--- config.mk ---
export PLATFORM = sky130hd
export DESIGN_NAME = gates_tester
export DESIGN_NICKNAME = d
export VERILOG_FILES = /design/src/rtl/gates_tester.sv
export SDC_FILE = /design/constraint.sdc
export NUM_CORES = 1
export LEC_CHECK = 0
export CAP_MARGIN = 20
export CORE_MARGIN = 2
export CORE_UTILIZATION = 30
export CTS_BUF_LIST = sky130_fd_sc_hd__clkbuf_4 sky130_fd_sc_hd__clkbuf_8
export DETAILED_ROUTE_END_ITERATION = 10
export GPL_ROUTABILITY_DRIVEN = 0
export SETUP_SLACK_MARGIN = 0.15
export SLEW_MARGIN = 15
export SYNTH_ARGS = -nofsm -noshare
export SYNTH_HDL_FRONTEND = slang
export SYNTH_SLANG_ARGS = --single-unit
--- constraint.sdc ---
create_clock -name clk -period 2 [get_ports clk]
set_input_delay 0.4 -clock clk [delete_from_list [all_inputs] [get_ports clk]]
set_output_delay 0.4 -clock clk [all_outputs]
set_load 0.03 [all_outputs]
--- src/rtl/gates_tester.sv ---
// Sweeps all 256 stimulus vectors through an external gate network and counts mismatches.
// Define GATES_TESTER_FIRST_FAIL_EN to add first_fail/first_fail_vld reporting.
`timescale 1ns/1ps
module gates_tester (
    input  logic       clk,
    input  logic       rst,
    input  logic       start,
    output logic       a,
    output logic       b,
    output logic       c,
    output logic       d,
    output logic [0:3] va,
    output logic [0:3] vb,
    input  logic       y,
    input  logic [0:3] vy,
    output logic       busy,
    output logic       done,
    output logic       pass,
`ifdef GATES_TESTER_FIRST_FAIL_EN
    output logic [7:0] first_fail,
    output logic       first_fail_vld,
`endif
    output logic [7:0] err_cnt
);

    typedef enum logic [1:0] {StIdle, StDrive, StSample, StDone} state_e;

    state_e     state;
    logic [7:0] idx;
    logic [7:0] stim;
    logic       exp_y;
    logic [0:3] exp_vy;
    logic       fail;
    logic [7:0] err_nxt;

    // Stimulus is only released while a vector is being driven or sampled.
    assign stim = busy ? idx : 8'h00;
    assign va   = stim[7:4];
    assign vb   = stim[3:0];
    assign a    = stim[3];
    assign b    = stim[2];
    assign c    = stim[1];
    assign d    = stim[0];

    always_comb begin
        exp_y   = (idx[3] & idx[2]) | ~(idx[1] & idx[0]);
        exp_vy  = idx[7:4] & idx[3:0];
        fail    = (y != exp_y) || (vy != exp_vy);
        err_nxt = err_cnt;
        if (fail && (err_cnt != 8'hff)) begin
            err_nxt = err_cnt + 8'd1;
        end
    end

    always_ff @(posedge clk or posedge rst) begin
        if (rst) begin
            state          <= StIdle;
            idx            <= 8'h00;
            err_cnt        <= 8'h00;
            busy           <= 1'b0;
            done           <= 1'b0;
            pass           <= 1'b0;
`ifdef GATES_TESTER_FIRST_FAIL_EN
            first_fail     <= 8'h00;
            first_fail_vld <= 1'b0;
`endif
        end else begin
            unique case (state)
                StIdle, StDone: begin
                    if (start) begin
                        state          <= StDrive;
                        idx            <= 8'h00;
                        err_cnt        <= 8'h00;
                        busy           <= 1'b1;
                        done           <= 1'b0;
                        pass           <= 1'b0;
`ifdef GATES_TESTER_FIRST_FAIL_EN
                        first_fail     <= 8'h00;
                        first_fail_vld <= 1'b0;
`endif
                    end
                end
                StDrive: begin
                    state <= StSample;
                end
                StSample: begin
                    err_cnt <= err_nxt;
`ifdef GATES_TESTER_FIRST_FAIL_EN
                    if (fail && !first_fail_vld) begin
                        first_fail     <= idx;
                        first_fail_vld <= 1'b1;
                    end
`endif
                    // Last vector: stop here rather than wrapping idx into a second sweep.
                    if (idx == 8'hff) begin
                        state <= StDone;
                        busy  <= 1'b0;
                        done  <= 1'b1;
                        pass  <= (err_nxt == 8'h00);
                    end else begin
                        idx   <= idx + 8'd1;
                        state <= StDrive;
                    end
                end
                default: begin
                    state <= StIdle;
                end
            endcase
        end
    end

endmodule

== After elaboration in Yosys (flattened, before gate mapping) ==
Index checks and enable logic that the tools add are counted.
Cells by class
  eq/ne operators: 10
  add/subtract/negate cells: 2
  bitwise logic cells: 5
  reductions and logical operators: 9
  muxes and demuxes: 17
  multiply operators: 0
  order comparisons: 0
  shift operators: 0
  div/mod/pow operators: 0
Operator list (count)
  two-way mux 8 bit: 4
  one-hot mux 8 bit (2 select lines): 2
  adder 8 x 1 -> 8 bit, second input constant: 2
  equality test 8 bit, second input constant: 1
  zero test 8 bit: 1
  inequality test 8 bit, second input constant: 1
  inequality test 2 bit, second input constant: 3
  one-hot mux 1 bit (2 select lines): 3
  one-hot mux 2 bit (3 select lines): 1
  AND reduction 3 bit: 2
  two-way mux 1 bit: 5
  bitwise AND 4 bit: 1
  equality test 2 bit, second input constant: 2
  two-way mux 2 bit: 2
  inequality test 4 bit: 1
  bitwise AND 1 bit: 2
  equality test 2 x 1 -> 1 bit, second input constant: 1
  zero test 2 bit: 1
  AND reduction 2 bit: 1
  nonzero test 2 bit: 1
  OR reduction 2 bit: 1
  logical AND 1 bit: 1
  logical OR 1 bit: 1
  inequality test 1 bit: 1
  other kinds (2): 2
Word-level totals
  ROM bits: 0
  output and inout bits: 23
  memory bits (writable): 0
  bits in latches: 0
  memories kept: 0
  logic and storage cells: 49
  input port bits: 8
  register bits after elaboration: 21

== Longest topological paths before layout ==
  depth after elaboration: 10
  mapped depth: 8
  mapped depth without buffers: 8

== Worst setup path after synthesis ==
Ideal clock, no wire load.
  path kind: register to register
  from: reg state[0]
  to: reg idx[4]
  arrival: 2.003 ns
  path buffers: 1
  path slack: -0.073 ns
  data required time: 1.931 ns
  library setup time: 0.069 ns
  cell stages (with the launch flop): 8
  clock period less this slack: 2.073 ns
  cells stage by stage: dfrtp_1 -> inv_1 -> ha_1 -> nand2b_1 -> o21ai_0 -> clkbuf_1 -> or4b_2 -> nand3_1
On the way
  word-level cells in the longest chain between the ends: 4
  elaborated cells on any way between the ends: 9
  those cells by class: 4 x eq/ne; 1 x mux; 4 x reduce/logical
RTL lines
  from (decl): RTL line 28  | state_e state;
  from (signal assigned): RTL line 57  | state <= StIdle;
  from (signal assigned): RTL line 71  | state <= StDrive;
  from (signal assigned): RTL line 84  | state <= StSample;
  equality test 2 bit or zero test 2 bit (tied branches): RTL line 68  | unique case (state)
  OR reduction 2 bit: RTL line 68
  inequality test 2 bit (no source line) or nonzero test 2 bit (tied branches)
  AND reduction 3 bit (no source line)
  to (signal assigned): RTL line 101  | idx <= idx + 8'd1;
  to (decl): RTL line 29  | logic [7:0] idx;
Several ways; a longest one is shown, not always the timed one.
A chain may end at the register's enable or synchronous reset.

== Worst setup path after layout ==
  from: reg idx[0]
  to: reg pass
On the way
  word-level cells in the longest chain between the ends: 10
  elaborated cells on any way between the ends: 15
  those cells by class: 4 x eq/ne; 3 x mux; 4 x bitwise; 4 x reduce/logical
RTL lines
  bitwise AND 1 bit: RTL line 46  | exp_y = (idx[3] & idx[2]) | ~(idx[1] & idx[0]);
  inverter 1 bit: RTL line 46
  bitwise OR 1 bit: RTL line 46
  inequality test 1 bit: RTL line 48  | fail = (y != exp_y) || (vy != exp_vy);
  logical OR 1 bit: RTL line 48
  logical AND 1 bit: RTL line 50  | if (fail && (err_cnt != 8'hff)) begin
  two-way mux 8 bit: RTL line 50
  zero test 8 bit: RTL line 99  | pass <= (err_nxt == 8'h00);
  two-way mux 1 bit: RTL line 95  | if (idx == 8'hff) begin
  one-hot mux 1 bit (2 select lines): RTL line 68
  to (signal assigned): RTL line 99
  to (decl): RTL line 18  | output logic pass,
Several ways; a longest one is shown, not always the timed one. The select of a mux whose other input is x is not followed.

==> results.yml <==
synth:
  synth-compound-area-share_pct: 25.1
  synth_top_family_by_area: "compound AO/OA/AOI/OAI gates"
  yosys_warnings: 0
  synth-simple-area-share_pct: 25.1
  synth.distinct_cells: 44
  syn_area_per_cell_sq_um: 8.81
  synthAdderAreaFrac_pct: 3.99
  synth-xor-area-share_pct: 3.99
  netlist_instances: 178
  syn_area_sq_um: 1570
  yosys-mux-area-fraction_pct: 1.36
  ys_seq_area_share_pct: 33.5
  syn_nets: 191
  ys_ff_latch: 21
layout:
  layout_common_cells: "buf_4 (24), nand2_1 (21), dlygate4sd2_1 (16)"
  final_cells: 301
  fin_area_sq_um: 2310
  layout-drive-gt1-share_pct: 34.6
  area.sequential_sq_um: 536
  diodes: 0
  area_growth_syn_to_layout_pct: 47.3
  fillerInstances: 510
  multi_input_area_sq_um: 1080
  fin_util_pct: 45.5
  nets: 245
  final_common_cell: "buf_4"
die:
  die_w_um: 76.3
  row_count: 26
  coreArea_sq_um: 5070
  die_h_um: 76.3
  initial_utilization_pct: 30.9
  io-pin-count: 31
  die_area_sq_um: 5820
place:
  placed_cell_area_sq_um: 2090
  portBuffers: 30
  placedCellCount: 290
  hpwl_um: 2960
setup_path:
  reg2reg_to: "pass$_DFFE_PP0P_"
  critical_path_required_ps: 2180
  path_class: "reg -> reg"
  worst_setup_path_start_kind: "flip-flop"
  startpoint: "idx[0]$_DFFE_PP0P_"
  r2r_cells: 7
  r2r_slack_ps: 110
  crit_end: "pass$_DFFE_PP0P_"
  endpoint_kind: "flip-flop"
  cp_max_fo: 4
  crit_arrival_ps: 2070
  reg2reg_from: "idx[0]$_DFFE_PP0P_"
clock_network:
  htreeDepth: 1
  clkSinkCount: 21
  clk_latency_ps: 270
  cts_buffer_depth: 2
  cts_tree: "built"
  clkTransAtPathRegs_ps: 90
  cts_made_buffers: 3
  cts_root_buffer: "clkbuf_8"
drt:
  wire_per_inst_um: 13.9
  drt_iter0_drc: 71
  via_count: 1557
  viasPerCell: 5.17
  route.detailed.drc: 0
  wl_um: 4200
  drtPass1Iterations: 4
  antenna_left: 0
grt:
  antenna_found_initial: 0
  gr-total-overflow: 0
  grt_usage_pct: 14.7
  grt_pass1_wl_um: 7070
  first_global_vias: 1456
  grt_max_degree: 22
pwr:
  vdd_drop_max_mv: 0.595
  leakagePower_nw: 1.03
  swShare_pct: 43.1
  netSwitchingPower_mw: 0.799
  comb_power_share_pct: 55.5
  p_int_mw: 1.06
  seqPwrFrac_pct: 28.6
  p_clk_share_pct: 15.9
  power_density_nw_per_um2: 803
sta:
  fin_hold_ws_ps: 451
  layout_min_cycle_time_ps: 1890
  rsz0062_at_grt: "true"
  max_slew_margin_pct: 70.4
  timing_hold_violations_final: 0
  tightest_slew_ps: 444
  setup_violations: 0
  fmax_mhz: 529
  post-route-period-util_pct: 94.6
  slew_violations: 0
  final.setup_skew_ps: 10.1
worst_hold_path:
  min_path_type: "in -> async"
run_status:
  status: "finished clean"
job:
  drv_cap: 0
area by class of cell:
| cell class | instances | share of cell area (%) |
|---|---|---|
| tap | 70 | 3.79 |
| sequential | 21 | 23.2 |
| inverter | 5 | 0.812 |
| clock inverter | 1 | 0.325 |
| timing repair buffer | 61 | 23.2 |
| clock buffer | 3 | 1.79 |
| multi-input combinational | 140 | 46.9 |
stage by stage:
stage / setup WS [ps] / power (mW) / setup TNS (ps)
final: 109 / 1.86 / 0
after global routing: -10.6 / 1.99 / -10.6
after CTS: 14.3 / 1.80 / 0
after detailed placement: -266 / 1.48 / -1280
after global placement: -240 / 1.48 / -1290
after floorplan: 92.3 / 1.13 / 0
power groups by stage:
stage          Combinational, mW  Sequential (mW)  Clock (mW)
6_report                    1.03            0.531       0.295
5_1_grt                     1.13            0.539       0.321
4_1_cts                    0.963            0.532       0.306
3_5_place_dp               0.936            0.540           0
3_3_place_gp               0.940            0.535           0
2_1_floorplan              0.564            0.569           0
cell usage after synthesis, drive strengths merged:
master  number  share of area [%]
nor4bb       1               0.64
nand2       23                5.5
o22a         2                1.7
clkbuf       4               0.96
mux2i        1               0.64
and2        11                4.5
a311oi       2                2.6
o41ai        1                1.0
a21boi       1                1.2
nor2        10                2.4
o21ai       14                4.5
o31ai        1               0.48
xor2         5                4.0
nor3         5                1.6
a32o         1               0.64
ha           5                4.0
and3         5                2.0
a22o         4                2.3
buf          8                4.8
inv          5                1.2
a31oi        9                4.5
a41oi        1               0.56
or4          1               0.48
o22ai        2               0.80
nand4        4                1.6
mux2         1               0.72
or4b         1               0.64
a211oi       2               0.96
dfrtp       21                 33
a21oi       12                3.8
and4         3                1.8
nand3        9                2.9
nand2b       2               0.80
or3          1               0.40
cells by family (layout without fill, tap and decap cells):
group                    after synthesis  in the layout
XOR/XNOR                               5              5
AO/OA/AOI/OAI                         52             52
AND/OR/NAND/NOR                       76             76
multiplexers                           2              2
buffers and inverters                 17             70
adder cells (fa/ha/maj)                5              5
flip-flops                            21             21
metal layers:
layer  GRT usage (%)  wire length, um  vias to the layer above
met1            21.1             1980                      743
li1                -                -                      765
met4            4.91               63                        0
met3            1.90              169                        6
met5               0                0                        -
met2            23.0             1980                       43
flip-flops by register name, indices dropped and copies added, names as in the netlist:
register  cells
idx           8
pass          1
err_cnt       8
done          1
state         2
busy          1
how the worst min path moves through the flow:
stage | slack, ps | cells after the start | end | start
2_1_floorplan | 380 | 1 | busy$_DFFE_PP0P_ | rst
3_3_place_gp | 510 | 2 | pass$_DFFE_PP0P_ | pass$_DFFE_PP0P_
3_5_place_dp | 490 | 2 | pass$_DFFE_PP0P_ | pass$_DFFE_PP0P_
4_1_cts | 460 | 3 | state[1]$_DFFE_PP0P_ | rst
5_1_grt | 540 | 3 | done$_DFFE_PP0P_ | rst
6_report | 450 | 3 | done$_DFFE_PP0P_ | rst
what timing repair did:
action | 4_1_cts | 5_1_grt
hold buffers | 0 | 0
resized for setup | 40 | 24
pin swaps | 19 | 10
endpoints found under the setup margin | 24 | 19
setup buffers | 6 | 1
worst max-delay path, cell delays in order (launching register included):
cell	delay [ps]
dfrtp_2	420
ha_4	140
a21boi_4	220
xor2_4	260
a31oi_4	180
a211oi_2	210
a41oi_1	70
o41ai_2	290
Power figures use the tool's default switching activity.
